[src/rtl/audio_tone_pkg.sv]
// Shared types and the waveform shaping function for the audio test-tone source.
// The shaper works on a fixed-width container; callers pass their real phase width.
package audio_tone_pkg;

    typedef enum logic [1:0] {
        WAVE_SAW    = 2'b00,
        WAVE_SQUARE = 2'b01,
        WAVE_TRI    = 2'b10,
        WAVE_SILENT = 2'b11
    } wave_mode_t;

    localparam int WAVE_MAX_WIDTH = 32;

    // Amplitude for one phase value; only the low `width` bits of the result are meaningful.
    function automatic logic [WAVE_MAX_WIDTH-1:0] wave_shape(
        input wave_mode_t                  mode,
        input logic [WAVE_MAX_WIDTH-1:0]   phase,
        input int                          width
    );
        logic [WAVE_MAX_WIDTH-1:0] ones;
        logic [WAVE_MAX_WIDTH-1:0] mask;
        logic [WAVE_MAX_WIDTH-1:0] msb_bit;
        logic [WAVE_MAX_WIDTH-1:0] tri_up;
        logic [WAVE_MAX_WIDTH-1:0] result;
        logic                      upper_half;

        ones       = '1;
        mask       = ones >> (WAVE_MAX_WIDTH - width);
        msb_bit    = mask & ~(mask >> 1);
        upper_half = ((phase & msb_bit) != '0);
        tri_up     = (phase << 1) & mask;

        case (mode)
            WAVE_SAW:    result = phase & mask;
            WAVE_SQUARE: result = upper_half ? mask : '0;
            WAVE_TRI:    result = upper_half ? (~tri_up & mask) : tri_up;
            default:     result = '0;
        endcase
        return result;
    endfunction

endpackage

[src/rtl/audio_tone_chan.sv]
// One tone channel: phase accumulator advanced on each sample tick, latched mute,
// and the waveform mux producing the channel's sample word.
module audio_tone_chan
    import audio_tone_pkg::*;
#(
    parameter int SAMPLE_WIDTH = 16,
    parameter int PHASE_WIDTH  = 8,
    parameter int PITCH_WIDTH  = 4,
    parameter int OUT_SHIFT    = 1
) (
    input  logic                    audio_clk_src,
    input  logic                    reset,
    input  logic                    tick_i,
    input  logic [PITCH_WIDTH-1:0]  pitch_i,
    input  logic                    mute_i,
    input  wave_mode_t              mode_i,
    output logic [SAMPLE_WIDTH-1:0] sample_o
);

    logic [PHASE_WIDTH-1:0]    phase_q;
    logic [PHASE_WIDTH-1:0]    phase_d;
    logic                      mute_q;
    logic                      mute_d;
    logic [WAVE_MAX_WIDTH-1:0] phase_ext;
    logic [WAVE_MAX_WIDTH-1:0] wave_full;
    logic                      wave_unused;

    // The increment is consumed on the tick edge itself, which is equivalent to
    // latching pitch there: changes between ticks never reach the accumulator.
    always_comb begin
        phase_d = phase_q;
        mute_d  = mute_q;
        if (tick_i) begin
            phase_d = phase_q + PHASE_WIDTH'(pitch_i);
            mute_d  = mute_i;
        end
    end

    always_ff @(posedge audio_clk_src or posedge reset) begin
        if (reset) begin
            phase_q <= '0;
            mute_q  <= 1'b0;
        end else begin
            phase_q <= phase_d;
            mute_q  <= mute_d;
        end
    end

    always_comb begin
        phase_ext                  = '0;
        phase_ext[PHASE_WIDTH-1:0] = phase_q;
    end

    assign wave_full   = wave_shape(mode_i, phase_ext, PHASE_WIDTH);
    assign wave_unused = ^wave_full[WAVE_MAX_WIDTH-1:PHASE_WIDTH];

    always_comb begin
        sample_o = '0;
        if (!mute_q) begin
            sample_o[OUT_SHIFT +: PHASE_WIDTH] = wave_full[PHASE_WIDTH-1:0];
        end
    end

endmodule

[src/rtl/audio_tone_gen.sv]
// Multi-channel test-tone source on the audio PLL clock: internal sample-rate divider,
// per-channel tone generators and a valid/ready holding register with overrun flag.
module audio_tone_gen
    import audio_tone_pkg::*;
#(
    parameter int NUM_CHANNELS = 2,
    parameter int SAMPLE_WIDTH = 16,
    parameter int PHASE_WIDTH  = 8,
    parameter int PITCH_WIDTH  = 4,
    parameter int CLK_DIV      = 64,
    parameter int OUT_SHIFT    = 1
) (
    input  logic                                 audio_clk_src,
    input  logic                                 reset,
    input  logic                                 enable,
    input  logic [1:0]                           mode,
    input  logic [NUM_CHANNELS*PITCH_WIDTH-1:0]  pitch,
    input  logic [NUM_CHANNELS-1:0]              mute,
    output logic                                 sample_clk,
    output logic [NUM_CHANNELS*SAMPLE_WIDTH-1:0] sample_word,
    output logic                                 sample_valid,
    input  logic                                 sample_ready,
    output logic                                 overrun,
    input  logic                                 overrun_clr
);

    localparam int CNT_WIDTH = $clog2(CLK_DIV);
    localparam logic [CNT_WIDTH-1:0] DIV_LAST = CNT_WIDTH'(CLK_DIV - 1);
    localparam logic [CNT_WIDTH-1:0] DIV_HALF = CNT_WIDTH'(CLK_DIV / 2);

    generate
        if (PHASE_WIDTH + OUT_SHIFT > SAMPLE_WIDTH) begin : g_bad_shift
            $error("audio_tone_gen: PHASE_WIDTH+OUT_SHIFT exceeds SAMPLE_WIDTH");
        end
        if (PITCH_WIDTH > PHASE_WIDTH) begin : g_bad_pitch
            $error("audio_tone_gen: PITCH_WIDTH exceeds PHASE_WIDTH");
        end
        if ((CLK_DIV < 4) || (CLK_DIV % 2 != 0)) begin : g_bad_div
            $error("audio_tone_gen: CLK_DIV must be even and at least 4");
        end
        if (PHASE_WIDTH > WAVE_MAX_WIDTH) begin : g_bad_phase
            $error("audio_tone_gen: PHASE_WIDTH exceeds waveform container");
        end
    endgenerate

    logic [CNT_WIDTH-1:0]                 div_cnt_q;
    logic [CNT_WIDTH-1:0]                 div_cnt_d;
    logic                                 sample_clk_q;
    logic                                 sample_clk_d;
    logic                                 tick_pend_q;
    logic                                 tick_pend_d;
    wave_mode_t                           mode_q;
    wave_mode_t                           mode_d;
    logic [NUM_CHANNELS*SAMPLE_WIDTH-1:0] word_q;
    logic [NUM_CHANNELS*SAMPLE_WIDTH-1:0] word_d;
    logic                                 valid_q;
    logic                                 valid_d;
    logic                                 overrun_q;
    logic                                 overrun_d;
    logic                                 tick;
    logic                                 load;
    logic                                 overrun_set;
    logic [NUM_CHANNELS*SAMPLE_WIDTH-1:0] chan_word;

    always_comb begin
        div_cnt_d = div_cnt_q;
        tick      = 1'b0;
        if (enable) begin
            if (div_cnt_q == DIV_LAST) begin
                div_cnt_d = '0;
                tick      = 1'b1;
            end else begin
                div_cnt_d = div_cnt_q + CNT_WIDTH'(1);
            end
        end
        // Registered from the next count so sample_clk tracks div_cnt exactly.
        sample_clk_d = (div_cnt_d >= DIV_HALF);
    end

    // A tick arms the load for the next enabled edge; the channels already hold
    // the advanced phase and latched mute/mode by then.
    always_comb begin
        load        = tick_pend_q && enable;
        tick_pend_d = tick || (tick_pend_q && !load);
        mode_d      = tick ? wave_mode_t'(mode) : mode_q;
    end

    always_comb begin
        word_d      = word_q;
        valid_d     = valid_q;
        overrun_d   = overrun_q;
        overrun_set = load && valid_q && !sample_ready;
        if (load) begin
            word_d  = chan_word;
            valid_d = 1'b1;
        end else if (valid_q && sample_ready) begin
            valid_d = 1'b0;
        end
        if (overrun_set) begin
            overrun_d = 1'b1;
        end else if (overrun_clr) begin
            overrun_d = 1'b0;
        end
    end

    always_ff @(posedge audio_clk_src or posedge reset) begin
        if (reset) begin
            div_cnt_q    <= '0;
            sample_clk_q <= 1'b0;
            tick_pend_q  <= 1'b0;
            mode_q       <= WAVE_SAW;
            word_q       <= '0;
            valid_q      <= 1'b0;
            overrun_q    <= 1'b0;
        end else begin
            div_cnt_q    <= div_cnt_d;
            sample_clk_q <= sample_clk_d;
            tick_pend_q  <= tick_pend_d;
            mode_q       <= mode_d;
            word_q       <= word_d;
            valid_q      <= valid_d;
            overrun_q    <= overrun_d;
        end
    end

    generate
        for (genvar gi = 0; gi < NUM_CHANNELS; gi++) begin : g_chan
            audio_tone_chan #(
                .SAMPLE_WIDTH (SAMPLE_WIDTH),
                .PHASE_WIDTH  (PHASE_WIDTH),
                .PITCH_WIDTH  (PITCH_WIDTH),
                .OUT_SHIFT    (OUT_SHIFT)
            ) u_chan (
                .audio_clk_src (audio_clk_src),
                .reset         (reset),
                .tick_i        (tick),
                .pitch_i       (pitch[gi*PITCH_WIDTH +: PITCH_WIDTH]),
                .mute_i        (mute[gi]),
                .mode_i        (mode_q),
                .sample_o      (chan_word[gi*SAMPLE_WIDTH +: SAMPLE_WIDTH])
            );
        end
    endgenerate

    assign sample_clk   = sample_clk_q;
    assign sample_word  = word_q;
    assign sample_valid = valid_q;
    assign overrun      = overrun_q;

endmodule

[config.mk]
export PLATFORM = sky130hd
export DESIGN_NAME = audio_tone_gen
export DESIGN_NICKNAME = d
export VERILOG_FILES = /design/src/rtl/audio_tone_pkg.sv /design/src/rtl/audio_tone_chan.sv /design/src/rtl/audio_tone_gen.sv
export SDC_FILE = /design/constraint.sdc
export NUM_CORES = 1
export LEC_CHECK = 0
export BUFFER_PORTS_ARGS = -buffer_cell sky130_fd_sc_hd__buf_4
export CAP_MARGIN = 15
export CORE_ASPECT_RATIO = 0.9
export CORE_MARGIN = 3
export CORE_UTILIZATION = 35
export CTS_BUF_LIST = sky130_fd_sc_hd__clkbuf_8
export DETAILED_ROUTE_END_ITERATION = 7
export GPL_TIMING_DRIVEN = 1
export PLACE_DENSITY = 0.5
export SLEW_MARGIN = 10
export SYNTH_ARGS = -nofsm -noshare
export SYNTH_HDL_FRONTEND = slang
export SYNTH_HIERARCHICAL = 1
export SYNTH_SLANG_ARGS = --single-unit
[constraint.sdc]
create_clock -name audio_clk_src -period 3.4 [get_ports audio_clk_src]
set_clock_uncertainty 0.2 [all_clocks]
set_input_delay 0.68 -clock audio_clk_src [delete_from_list [all_inputs] [get_ports audio_clk_src]]
set_output_delay 0.68 -clock audio_clk_src [all_outputs]
set_load 0.01 [all_outputs]
Word level (Yosys, flattened, before mapping) --
Index checks and enable logic that the tools add are counted.
Operators by class: add/sub/neg operators 3, magnitude comparators 1, equal/unequal tests 3, muxes and demuxes 16, bitwise gates (word level) 2, reduce and logical (&&, ||, !) cells 11
Operators by type and width (count):
- $mux W8 | 6
- $pmux W8 S3 | 2
- $add A8 B4 Y8 | 2
- $not A8 Y8 | 2
- $mux W6 | 2
- $add A6 B1 Y6 const B | 1
- $eq A6 B6 Y1 const B | 1
- $ge A6 B6 Y1 const B | 1
- $mux W1 | 6
- $logic_and A1 B1 Y1 | 5
- $reduce_bool A2 Y1 | 2
- $eq A2 B1 Y1 const B | 1
- $eq A2 B2 Y1 const B | 1
- $logic_not A1 Y1 | 2
- $logic_not A2 Y1 | 1
- $logic_or A1 B1 Y1 | 1
Storage, ports and cells: flip-flop bits (word level) 46, bits of input ports 17, output and inout bits 35, word-level logic and storage cells 47

Depth between registers and ports, before layout --
Gate-level depths: netlist of run 1.
depth in word-level cells 4, depth in mapped cells 7, gate-level depth less buffers 6

Cells and area by module --
The synthesis of run 1 kept the hierarchy.
By module, submodules not included:
- audio_tone_chan | instances 2, cells each 118, area each 960.9 um^2, seq. area each 225.2 um^2
- audio_tone_gen | instances 1, cells each 109, area each 1830.5 um^2, seq. area each 1101.1 um^2

Worst setup path before layout of run 1 --
Ideal clock, no wire load.
path kind input port to flip-flop, start in enable, end reg g_chan[0].u_chan.mute_q, library setup time 125 ps, arrival 1749 ps, required time 3075 ps, setup slack 1326 ps, stages on the path 5, buffers on the path 2, path through buf_4 -> nand4_4 -> nor2_4 -> buf_2 -> mux2_2
On the way: longest elaborated chain between the ends 1
Ends and longest elaborated chain:
- start: declaration | RTL line audio_tone_gen.sv:15 | input logic enable,
- $mux W1 | RTL line audio_tone_gen.sv:68 | if (enable) begin
- via tick | RTL line audio_tone_gen.sv:60 | logic tick;
- end signal: assignment | RTL line audio_tone_chan.sv:45 | mute_q <= mute_d;
- end: declaration | RTL line audio_tone_chan.sv:22 | logic mute_q;
The timed path passes the listed nets, and every way through them passes these cells. A chain may end at the register's enable or synchronous reset.

Final worst setup path of run 1 --
start reg div_cnt_q[0], end reg g_chan[0].u_chan.phase_q[7]
On the way: longest elaborated chain between the ends 3
Ends and longest elaborated chain:
- start: declaration | RTL line audio_tone_gen.sv:46 | logic [CNT_WIDTH-1:0] div_cnt_q;
- start signal: assignment | RTL line audio_tone_gen.sv:116 | div_cnt_q <= div_cnt_d;
- $eq A6 B6 Y1 | RTL line audio_tone_gen.sv:69 | if (div_cnt_q == DIV_LAST) begin
- $mux W1 | RTL line audio_tone_gen.sv:69
- $mux W1 | RTL line audio_tone_gen.sv:68
- via tick | RTL line audio_tone_gen.sv:60
- end signal: assignment | RTL line audio_tone_chan.sv:44 | phase_q <= phase_d;
- end: declaration | RTL line audio_tone_chan.sv:20 | logic [PHASE_WIDTH-1:0] phase_q;
The timed path passes the listed nets, and every way through them passes these cells.

==> impl_metrics.py, run 1 <==
metrics = {
    "floorplanning": {
        "die_y_um": 104.2,
        "die_w_um": 115.1,
        "ios": 52,
        "fp-row-count": 35,
        "die_area_um2": 12000,
        "coreArea_um2": 10330,
        "start_util": 0.3631,
    },
    "final_layout": {
        "area_delta_synth_final_pct": 16.77,
        "layout_commonest_cell": "dfrtp_1",
        "final_nets": 417,
        "mostFrequentLayoutCells": "62 x dfrtp_1, 55 x buf_4, 30 x mux2_4",
        "finish.instance_area_um2": 4382,
        "n_antenna_cell": 0,
        "layout-drive-gt1-share": 0.2901,
    },
    "sta": {
        "finalSetupTns_ps": 0,
        "tightestPinTransition_ps": 958.2,
        "setup_viol": 0,
        "fmax_mhz": 445.8,
        "hold_viol_final": 0,
        "min_period_ps": 2243,
        "slew_violations": 0,
        "grt_setup_unrepaired": "no",
        "period_share": 0.6597,
        "slew-limit-headroom": 0.3612,
    },
    "global_route": {
        "grt_pass1_vias": 2648,
        "grt_pass1_wl_um": 13480,
        "grt_max_degree": 45,
        "overflow": 0,
        "gr-usage-all-layers": 0.1413,
        "antenna_found_initial": 0,
    },
    "hold_path": {
        "min_path_type": "primary input to async pin",
    },
    "cts": {
        "postCtsSetupRepairBufs": 0,
        "cts_tree": "yes",
        "clk_pin_slew_ps": 70,
        "clkLatencyLatePin_ps": 340,
        "clkSinkCount": 62,
        "cts_resized": 0,
        "cts_buffer_depth": 2,
        "cts_hold_buf": 0,
        "cts_max_level": 3,
        "cts-root-buf": "clkbuf_8",
        "cts_buffers": 9,
    },
    "detailed_routing": {
        "wirelength_um": 7716,
        "first_iter_violations": 62,
        "drt-vias-per-instance": 4.962,
        "wl_per_cell_um": 14.78,
        "dr_total_vias": 2590,
        "ant_nets": 0,
        "dr.pass1.iters": 4,
        "drcViolationCount": 0,
    },
    "synthesis": {
        "synth_ff_type": "dfrtp_1",
        "synth_edf_count": 0,
        "ys_seq_elements": 62,
        "ys_seq_area_frac": 0.4135,
        "syn_area_um2": 3752,
        "async_flop_share": 1.000,
        "synthesis.instances": 345,
        "syn_avg_cell_area_um2": 10.88,
        "ys_warn_count": 6,
        "synthDistinctLibCells": 40,
    },
    "critical_path": {
        "path_max_fanout": 21,
        "end_kind": "flip-flop",
        "crit_required_ps": 3470,
        "cp_data_arrival_time_ps": 2310,
        "critPathLaunchType": "flip-flop",
        "crit_type": "flip-flop to flip-flop",
    },
    "job": {
        "max_cap_viol_count": 0,
    },
    "pwr": {
        "power.share.sequential": 0.430,
        "switching_share": 0.2874,
        "p_switching_uw": 640.5,
        "pwr_density_cell_nw_per_um2": 508.7,
        "p_leak_uw": 0.002131,
        "peakVddDrop_v": 0.0002079,
        "comb_power_share": 0.221,
        "clockPowerShare": 0.349,
        "p_int_uw": 1588,
    },
    "place": {
        "dpl_cell_area_um2": 4145,
        "gp_congestion": 0.7617,
        "dpl.hpwl_um": 5436,
        "numPortBuffers": 51,
    },
    "outcome": {
        "outcome": "finished, final reports clean",
    },
}
==> Yosys cell counts (3+ instances only) <==
| master | instances | area, um2 |
|---|---|---|
| nor2_1 | 6 | 22.52 |
| mux2_4 | 30 | 450.4 |
| nand2_1 | 6 | 22.52 |
| a211oi_1 | 6 | 45.04 |
| a21oi_1 | 19 | 95.09 |
| o21ai_0 | 17 | 85.08 |
| o21a_1 | 6 | 45.04 |
| o31ai_1 | 4 | 30.03 |
| buf_4 | 17 | 127.6 |
| xor2_1 | 3 | 26.28 |
| a21o_1 | 14 | 105.1 |
| nand4_1 | 10 | 62.56 |
| ha_1 | 9 | 112.6 |
| o22ai_1 | 4 | 25.02 |
| nand3b_1 | 14 | 105.1 |
| clkbuf_1 | 4 | 15.01 |
| buf_6 | 3 | 33.78 |
| nor3b_1 | 12 | 90.09 |
| nand2b_1 | 17 | 106.4 |
| buf_2 | 10 | 50.05 |
| nor2b_1 | 10 | 62.56 |
| xnor2_1 | 7 | 61.31 |
| dfrtp_1 | 62 | 1551 |
| mux2_2 | 11 | 123.9 |
| inv_1 | 17 | 63.81 |
==> cells by family (layout without fill, tap and decap cells) <==
kind of cell    after synthesis  count (layout)  synth area share
xor+xnor                     10              10           0.02334
compound gates               78              78            0.1307
flops                        62              62            0.4135
other cells                   2              16          0.002001
fa+ha+maj                    11              11           0.04068
buf+inv                      53              87           0.07936
mux                          43              43            0.1584
simple gates                 86              86            0.1520
==> cell type report <==
cell class                 instances  area [um2]
fill                            1027        5953
inverter                          17       63.81
clock inverter                     5       98.84
clock buffer                      10       137.6
sequential                        62        1551
multi-input combinational        244        1956
timing repair buffer              55       412.9
tap                              129       161.4
==> flip-flops by register name, summed over array words and instances, names as in the netlist, named ones only <==
register,cells
div_cnt_q,6
g_chan.u_chan/mute_q,2
g_chan.u_chan/phase_q,16
mode_q,2
overrun,1
sample_clk,1
sample_valid,1
sample_word,32
==> critical path: stages, from the launching register on <==
cell and delay [ps]:
dfrtp_1 430, ha_1 250, nand4_4 130, nor2_4 440
nand4_1 210, or4_1 430, nand4_1 80
==> path summary, 6_finish.rpt <==
check                                             start  slack (ps)  cells after the start                                       to
max                              div_cnt_q[0]$_DFF_PP0_        1160                      6  g_chan[0].u_chan/phase_q[7]$_DFFE_PP0P_
min                                               reset         130                      2      g_chan[1].u_chan/mute_q$_DFFE_PP0P_
max reg2reg                      div_cnt_q[0]$_DFF_PP0_        1160                      6  g_chan[0].u_chan/phase_q[7]$_DFFE_PP0P_
min reg2reg                 sample_word[16]$_DFFE_PP0P_         310                      1              sample_word[16]$_DFFE_PP0P_
max in group asynchronous                         reset        2020                      2               sample_word[8]$_DFFE_PP0P_
min in group audio_clk_src  sample_word[16]$_DFFE_PP0P_         310                      1              sample_word[16]$_DFFE_PP0P_
==> layer usage <==
metal  routed length [um]  vias to the layer above  part of all wire  GRT usage
met3                  300                       10             0.039    0.03839
met5                    0                        -                 0          0
met2                 3620                       41              0.47     0.2227
li1                     -                     1284                 -          -
met4                  100                        0             0.013    0.04191
met1                 3694                     1255              0.48     0.1888
==> power groups by stage <==
stage,clock [uW],combinational (uW),sequential [uW]
2_1_floorplan,0,386,934
3_3_place_gp,0,490,972
3_5_place_dp,0,498,972
4_1_cts,813,500,959
5_1_grt,838,563,979
6_report,779,493,957
==> stage by stage <==
stage	cells	setup WS, ps	hold slack (ps)	total power [uW]	util
6_report	522	1157	127.6	2229	0.4240
4_1_cts	522	1128	119.7	2272	0.4240
3_5_place_dp	507	970.9	297.6	1470	0.4011
5_1_grt	522	927.2	137.6	2381	0.4240
2_1_floorplan	359	1326	266.2	1321	-
3_3_place_gp	507	1033	289.7	1462	0.4011
(Power assumes the default switching activity.)
==> inputs of run 2 (changes only) <==
PLACE_DENSITY = 0.52   (was 0.5)
clock period = 2 ns   (was 3.4 ns; I/O delays follow)
==> impl_metrics.py, run 2 (synthesis gave the netlist of run 1 again) <==
metrics = {
    "cts": {
        "cts_max_level": 3,
        "clk_pin_slew_ps": 80,
        "cts_buffers": 9,
        "cts_tree": "yes",
        "cts-root-buf": "clkbuf_8",
        "cts_buffer_depth": 2,
        "clkSinkCount": 62,
        "clkLatencyLatePin_ps": 340,
    },
    "critical_path": {
        "cp_data_arrival_time_ps": 1990,
        "path_max_fanout": 8,
        "end_kind": "flip-flop",
        "critPathLaunchType": "flip-flop",
        "crit_required_ps": 2080,
        "crit_type": "flip-flop to flip-flop",
    },
    "final_layout": {
        "layout-drive-gt1-share": 0.3244,
        "fin_cells": 539,
        "mostFrequentLayoutCells": "66 x buf_4, 62 x dfrtp_1, 30 x mux2_4",
        "area_delta_synth_final_pct": 21.41,
        "final_nets": 433,
        "layout_commonest_cell": "buf_4",
        "n_antenna_cell": 0,
        "finish.instance_area_um2": 4556,
        "largest_reg_flops": 32,
        "fillCellCount": 1029,
    },
    "floorplanning": {
        "die_w_um": 115.1,
        "ios": 52,
        "start_util": 0.3631,
        "coreArea_um2": 10330,
        "fp-row-count": 35,
        "die_area_um2": 12000,
        "die_y_um": 104.2,
    },
    "pwr": {
        "peakVddDrop_v": 0.0004972,
        "pwr_density_cell_nw_per_um2": 833.9,
        "fin_total_pwr_uw": 3799,
        "p_leak_uw": 0.002217,
    },
    "place": {
        "numPlacedInstances": 518,
        "numPortBuffers": 51,
        "gp_congestion": 0.7706,
        "dpl.hpwl_um": 5592,
        "dpl_cell_area_um2": 4278,
    },
    "global_route": {
        "overflow": 0,
        "grt.met2_usage": 0.2050,
        "gr-max-usage-layer": "met2",
        "grt_max_degree": 47,
        "grt_pass1_vias": 2618,
        "grt_pass1_wl_um": 12840,
        "gr-usage-all-layers": 0.1344,
        "grt_use_met3": 0.04130,
        "met1_usage": 0.1840,
        "antenna_found_initial": 0,
    },
    "detailed_routing": {
        "wirelength_um": 7783,
        "ant_nets": 0,
        "first_iter_violations": 130,
        "dr.pass1.iters": 4,
        "drcViolationCount": 0,
        "drt-vias-per-instance": 4.993,
        "dr_total_vias": 2691,
        "wl_per_cell_um": 14.44,
    },
    "sta": {
        "fmax_mhz": 524.0,
        "holdWs_ps": 42.72,
        "period_share": 0.9543,
        "hold_viol_final": 0,
        "min_period_ps": 1909,
        "slew_violations": 0,
        "setup_viol": 0,
        "grt_setup_unrepaired": "no",
        "tightestPinTransition_ps": 520.9,
        "finalSetupTns_ps": 0,
        "slew-limit-headroom": 0.6527,
    },
    "hold_path": {
        "min_path_type": "primary input to flip-flop",
    },
    "job": {
        "max_cap_viol_count": 0,
    },
    "outcome": {
        "outcome": "finished, final reports clean",
    },
}
## run 2: cell count changes in the layout (fill, tap and decap cells not counted), sizes merged
cell / change
buf: +15
clkinv: +3
bufinv: -1
clkbuf: -1
clkinvlp: +1
dlygate4sd3: +1
inv: -1
## run 2: through the flow
stage	utilization	setup WS [ps]
floorplan	-	138.6
global placement	0.4139	59.81
detailed placement	0.4139	31.95
CTS	0.4364	8.589
global route	0.4408	0.4712
finish	0.4408	91.47
## run 2: path summary, 6_finish.rpt
kind / end / cells after the start / slack [ps] / startpoint
max: g_chan[0].u_chan/phase_q[7]$_DFFE_PP0P_ / 7 / 90 / div_cnt_q[0]$_DFF_PP0_
min: overrun$_DFFE_PP0P_ / 2 / 40 / overrun_clr
max reg2reg: g_chan[0].u_chan/phase_q[7]$_DFFE_PP0P_ / 7 / 90 / div_cnt_q[0]$_DFF_PP0_
min reg2reg: div_cnt_q[4]$_DFF_PP0_ / 1 / 310 / div_cnt_q[4]$_DFF_PP0_
max in group asynchronous: div_cnt_q[2]$_DFF_PP0_ / 4 / 730 / reset
min in group asynchronous: mode_q[1]$_DFFE_PP0P_ / 3 / 400 / reset
## run 2: area by class of cell
cell class              count  area, um2  share of cell area
well taps                 129      161.4             0.03543
flip-flops and latches     62       1551              0.3406
repair buffers             71      585.6              0.1285
inverters                  17      63.81             0.01401
clock inverters             7      98.84             0.02170
clock buffers               9      123.9             0.02719
multi-input cells         244       1971              0.4326
## run 2: report_power, final
part / total (uW) / internal [uW] / switching, uW
registers: 1590 / 1410 / 180
clock network: 1230 / 705 / 529
logic: 975 / 518 / 457
## run 2: worst max-delay path, stage by stage, from the launching register on
cell	delay, ps
dfrtp_1	410
ha_4	180
nand4_4	90
nor2_4	210
buf_4	160
nand4_1	110
or4_1	410
nand4_1	80
## run 2: routing by layer
metal  routed length [um]  vias to the layer above  share of wire
met5                    0                        -              0
met4                   70                        0         0.0090
met3                  387                        7          0.050
met2                 3701                       66           0.48
met1                 3623                     1299           0.47
li1                     -                     1319              -
## run 2: what timing repair did
action                                  4_1_cts  5_1_grt
hold buffers                                  1        0
setup buffers                                 0        4
endpoints found under the setup margin        0        8
endpoints found under the hold margin        32        0
gates resized for setup                       0        3
==> inputs of run 3 (changes only) <==
CORE_MARGIN = 2   (was 3)
CORE_UTILIZATION = 54   (was 35)
PLACE_DENSITY = 0.76   (was 0.52)
==> impl_metrics.py, run 3 (synthesis gave the netlist of run 1 again) <==
metrics = {
    "sta": {
        "slew_violations": 0,
        "fmax_mhz": 532.7,
        "period_share": 0.9385,
        "setup_viol": 0,
        "min_period_ps": 1877,
        "setup_slack_ps": 122.9,
        "hold_viol_final": 0,
    },
    "place": {
        "dpl.hpwl_um": 5172,
        "pre_cts_ws_ps": -39.14,
        "dpl_cell_area_um2": 4217,
        "gp_congestion": 0.8176,
        "numPortBuffers": 51,
    },
    "pwr": {
        "clockPowerShare": 0.330,
        "p_switching_uw": 1144,
        "p_leak_uw": 0.002217,
        "switching_share": 0.2984,
        "p_int_uw": 2690,
        "pwr_density_cell_nw_per_um2": 849.3,
        "comb_power_share": 0.252,
        "power.share.sequential": 0.418,
        "peakVddDrop_v": 0.0006277,
    },
    "critical_path": {
        "worst-path-buf-inv": 1,
        "reg2reg_from": "g_chan[1].u_chan/phase_q[0]$_DFFE_PP0P_",
        "cp_top_family": "adder cells",
        "cp_data_arrival_time_ps": 1890,
        "cp_cell_sequence": "ha_1 > inv_1 > fa_1 > nor2b_2 > o31ai_1 > xnor2_1",
        "crit_type": "flip-flop to flip-flop",
        "end_kind": "flip-flop",
        "path_max_fanout": 5,
        "cp_slowest_stage_delay_ps": 420,
        "ff2ff_path_depth": 6,
        "r2r-end": "g_chan[1].u_chan/phase_q[4]$_DFFE_PP0P_",
        "slowest_stage": "dfrtp_1",
        "worst-r2r-setup-slack_ps": 120,
        "critPathLaunchType": "flip-flop",
        "crit_required_ps": 2010,
    },
    "final_layout": {
        "mostFrequentLayoutCells": "65 x buf_4, 60 x dfrtp_1, 30 x mux2_4",
        "final_nets": 432,
        "area_delta_synth_final_pct": 20.31,
        "n_antenna_cell": 0,
        "layout_commonest_cell": "buf_4",
        "layout-drive-gt1-share": 0.3301,
        "finish.instance_area_um2": 4514,
        "largest_reg_flops": 32,
    },
    "global_route": {
        "gr-usage-all-layers": 0.2065,
        "grt_pass1_wl_um": 12730,
        "grt_pass1_vias": 2683,
        "grt_max_degree": 26,
        "overflow": 0,
        "antenna_found_initial": 0,
    },
    "cts": {
        "cts_tree": "yes",
        "clkLatencyLatePin_ps": 330,
        "clkSinkCount": 62,
        "cts_buffer_depth": 2,
        "clk_pin_slew_ps": 70,
        "cts_max_level": 3,
        "cts-root-buf": "clkbuf_8",
        "cts_buffers": 9,
    },
    "detailed_routing": {
        "drcViolationCount": 0,
        "dr_total_vias": 2703,
        "dr.pass1.iters": 5,
        "ant_nets": 0,
        "drt-vias-per-instance": 5.417,
        "first_iter_violations": 75,
        "wirelength_um": 7394,
        "wl_per_cell_um": 14.82,
    },
    "outcome": {
        "outcome": "finished, final reports clean",
    },
    "floorplanning": {
        "start_util": 0.5637,
        "die_y_um": 83.08,
        "fp-row-count": 28,
        "die_area_um2": 7633,
        "coreArea_um2": 6656,
        "die_w_um": 91.87,
        "ios": 52,
    },
    "hold_path": {
        "min_path_type": "primary input to flip-flop",
        "hold_path_depth": 2,
        "holdPathEnd": "overrun$_DFFE_PP0P_",
        "hp-start": "overrun_clr",
    },
    "job": {
        "max_cap_viol_count": 0,
    },
}
[run 3: changes by cell type in the layout (fill, tap and decap cells not counted)]
cell	delta
nor2b_1	-1
buf_4	-1
dfrtp_1	-2
clkbuf_8	+2
dfrtp_2	+2
nor2b_2	+1
clkinv_4	-2
[run 3: worst max-delay path by stage]
stage / from / end / slack [ps] / cells after the start
2_1_floorplan: div_cnt_q[0]$_DFF_PP0_ / g_chan[0].u_chan/mute_q$_DFFE_PP0P_ / 140 / 5
3_3_place_gp: div_cnt_q[0]$_DFF_PP0_ / g_chan[0].u_chan/phase_q[5]$_DFFE_PP0P_ / 40 / 7
3_5_place_dp: div_cnt_q[1]$_DFF_PP0_ / g_chan[1].u_chan/phase_q[5]$_DFFE_PP0P_ / -40 / 7
4_1_cts: g_chan[0].u_chan/phase_q[0]$_DFFE_PP0P_ / g_chan[0].u_chan/phase_q[6]$_DFFE_PP0P_ / 60 / 6
5_1_grt: div_cnt_q[0]$_DFF_PP0_ / g_chan[0].u_chan/phase_q[5]$_DFFE_PP0P_ / -20 / 8
6_report: g_chan[1].u_chan/phase_q[0]$_DFFE_PP0P_ / g_chan[1].u_chan/phase_q[4]$_DFFE_PP0P_ / 120 / 6
[run 3: power groups by stage]
stage	combinational, uW	sequential [uW]	clock, uW
6_report	965	1600	1270
3_3_place_gp	899	1600	0
4_1_cts	945	1590	1300
5_1_grt	1080	1630	1350
2_1_floorplan	657	1590	0
3_5_place_dp	934	1610	0
[run 3: final cells by class]
class | count | area, um2
fill | 521 | 2142
sequential | 62 | 1554
clock buffer | 11 | 151.4
inverter | 17 | 63.81
clock inverter | 5 | 81.33
tap | 90 | 112.6
multi-input combinational | 244 | 1973
timing repair buffer | 70 | 578.1
[run 3: routing by layer]
metal	global-route usage	routed length [um]	vias to the layer above
met5	0	0	-
met4	0.06377	95	0
met3	0.05626	358	9
met2	0.3489	3663	61
met1	0.2583	3277	1322
li1	-	-	1311
[run 3: what timing repair did]
item | in CTS | in global routing
endpoints found under the hold margin | 37 | 0
setup endpoints to repair | 4 | 8
hold buffers | 1 | 0
resized for setup | 0 | 6
setup buffers | 3 | 0
pin swaps | 1 | 1
[run 3: stage by stage]
step           total power [uW]  instances  setup TNS (ps)    util  hold WS, ps
2_1_floorplan              2245        359               0       -        27.92
3_3_place_gp               2502        479               0  0.6335        214.1
3_5_place_dp               2547        479          -94.51  0.6335        215.1
4_1_cts                    3837        499               0  0.6752        40.51
5_1_grt                    4060        499          -18.23  0.6782        48.37
6_report                   3834        499               0  0.6782        56.90
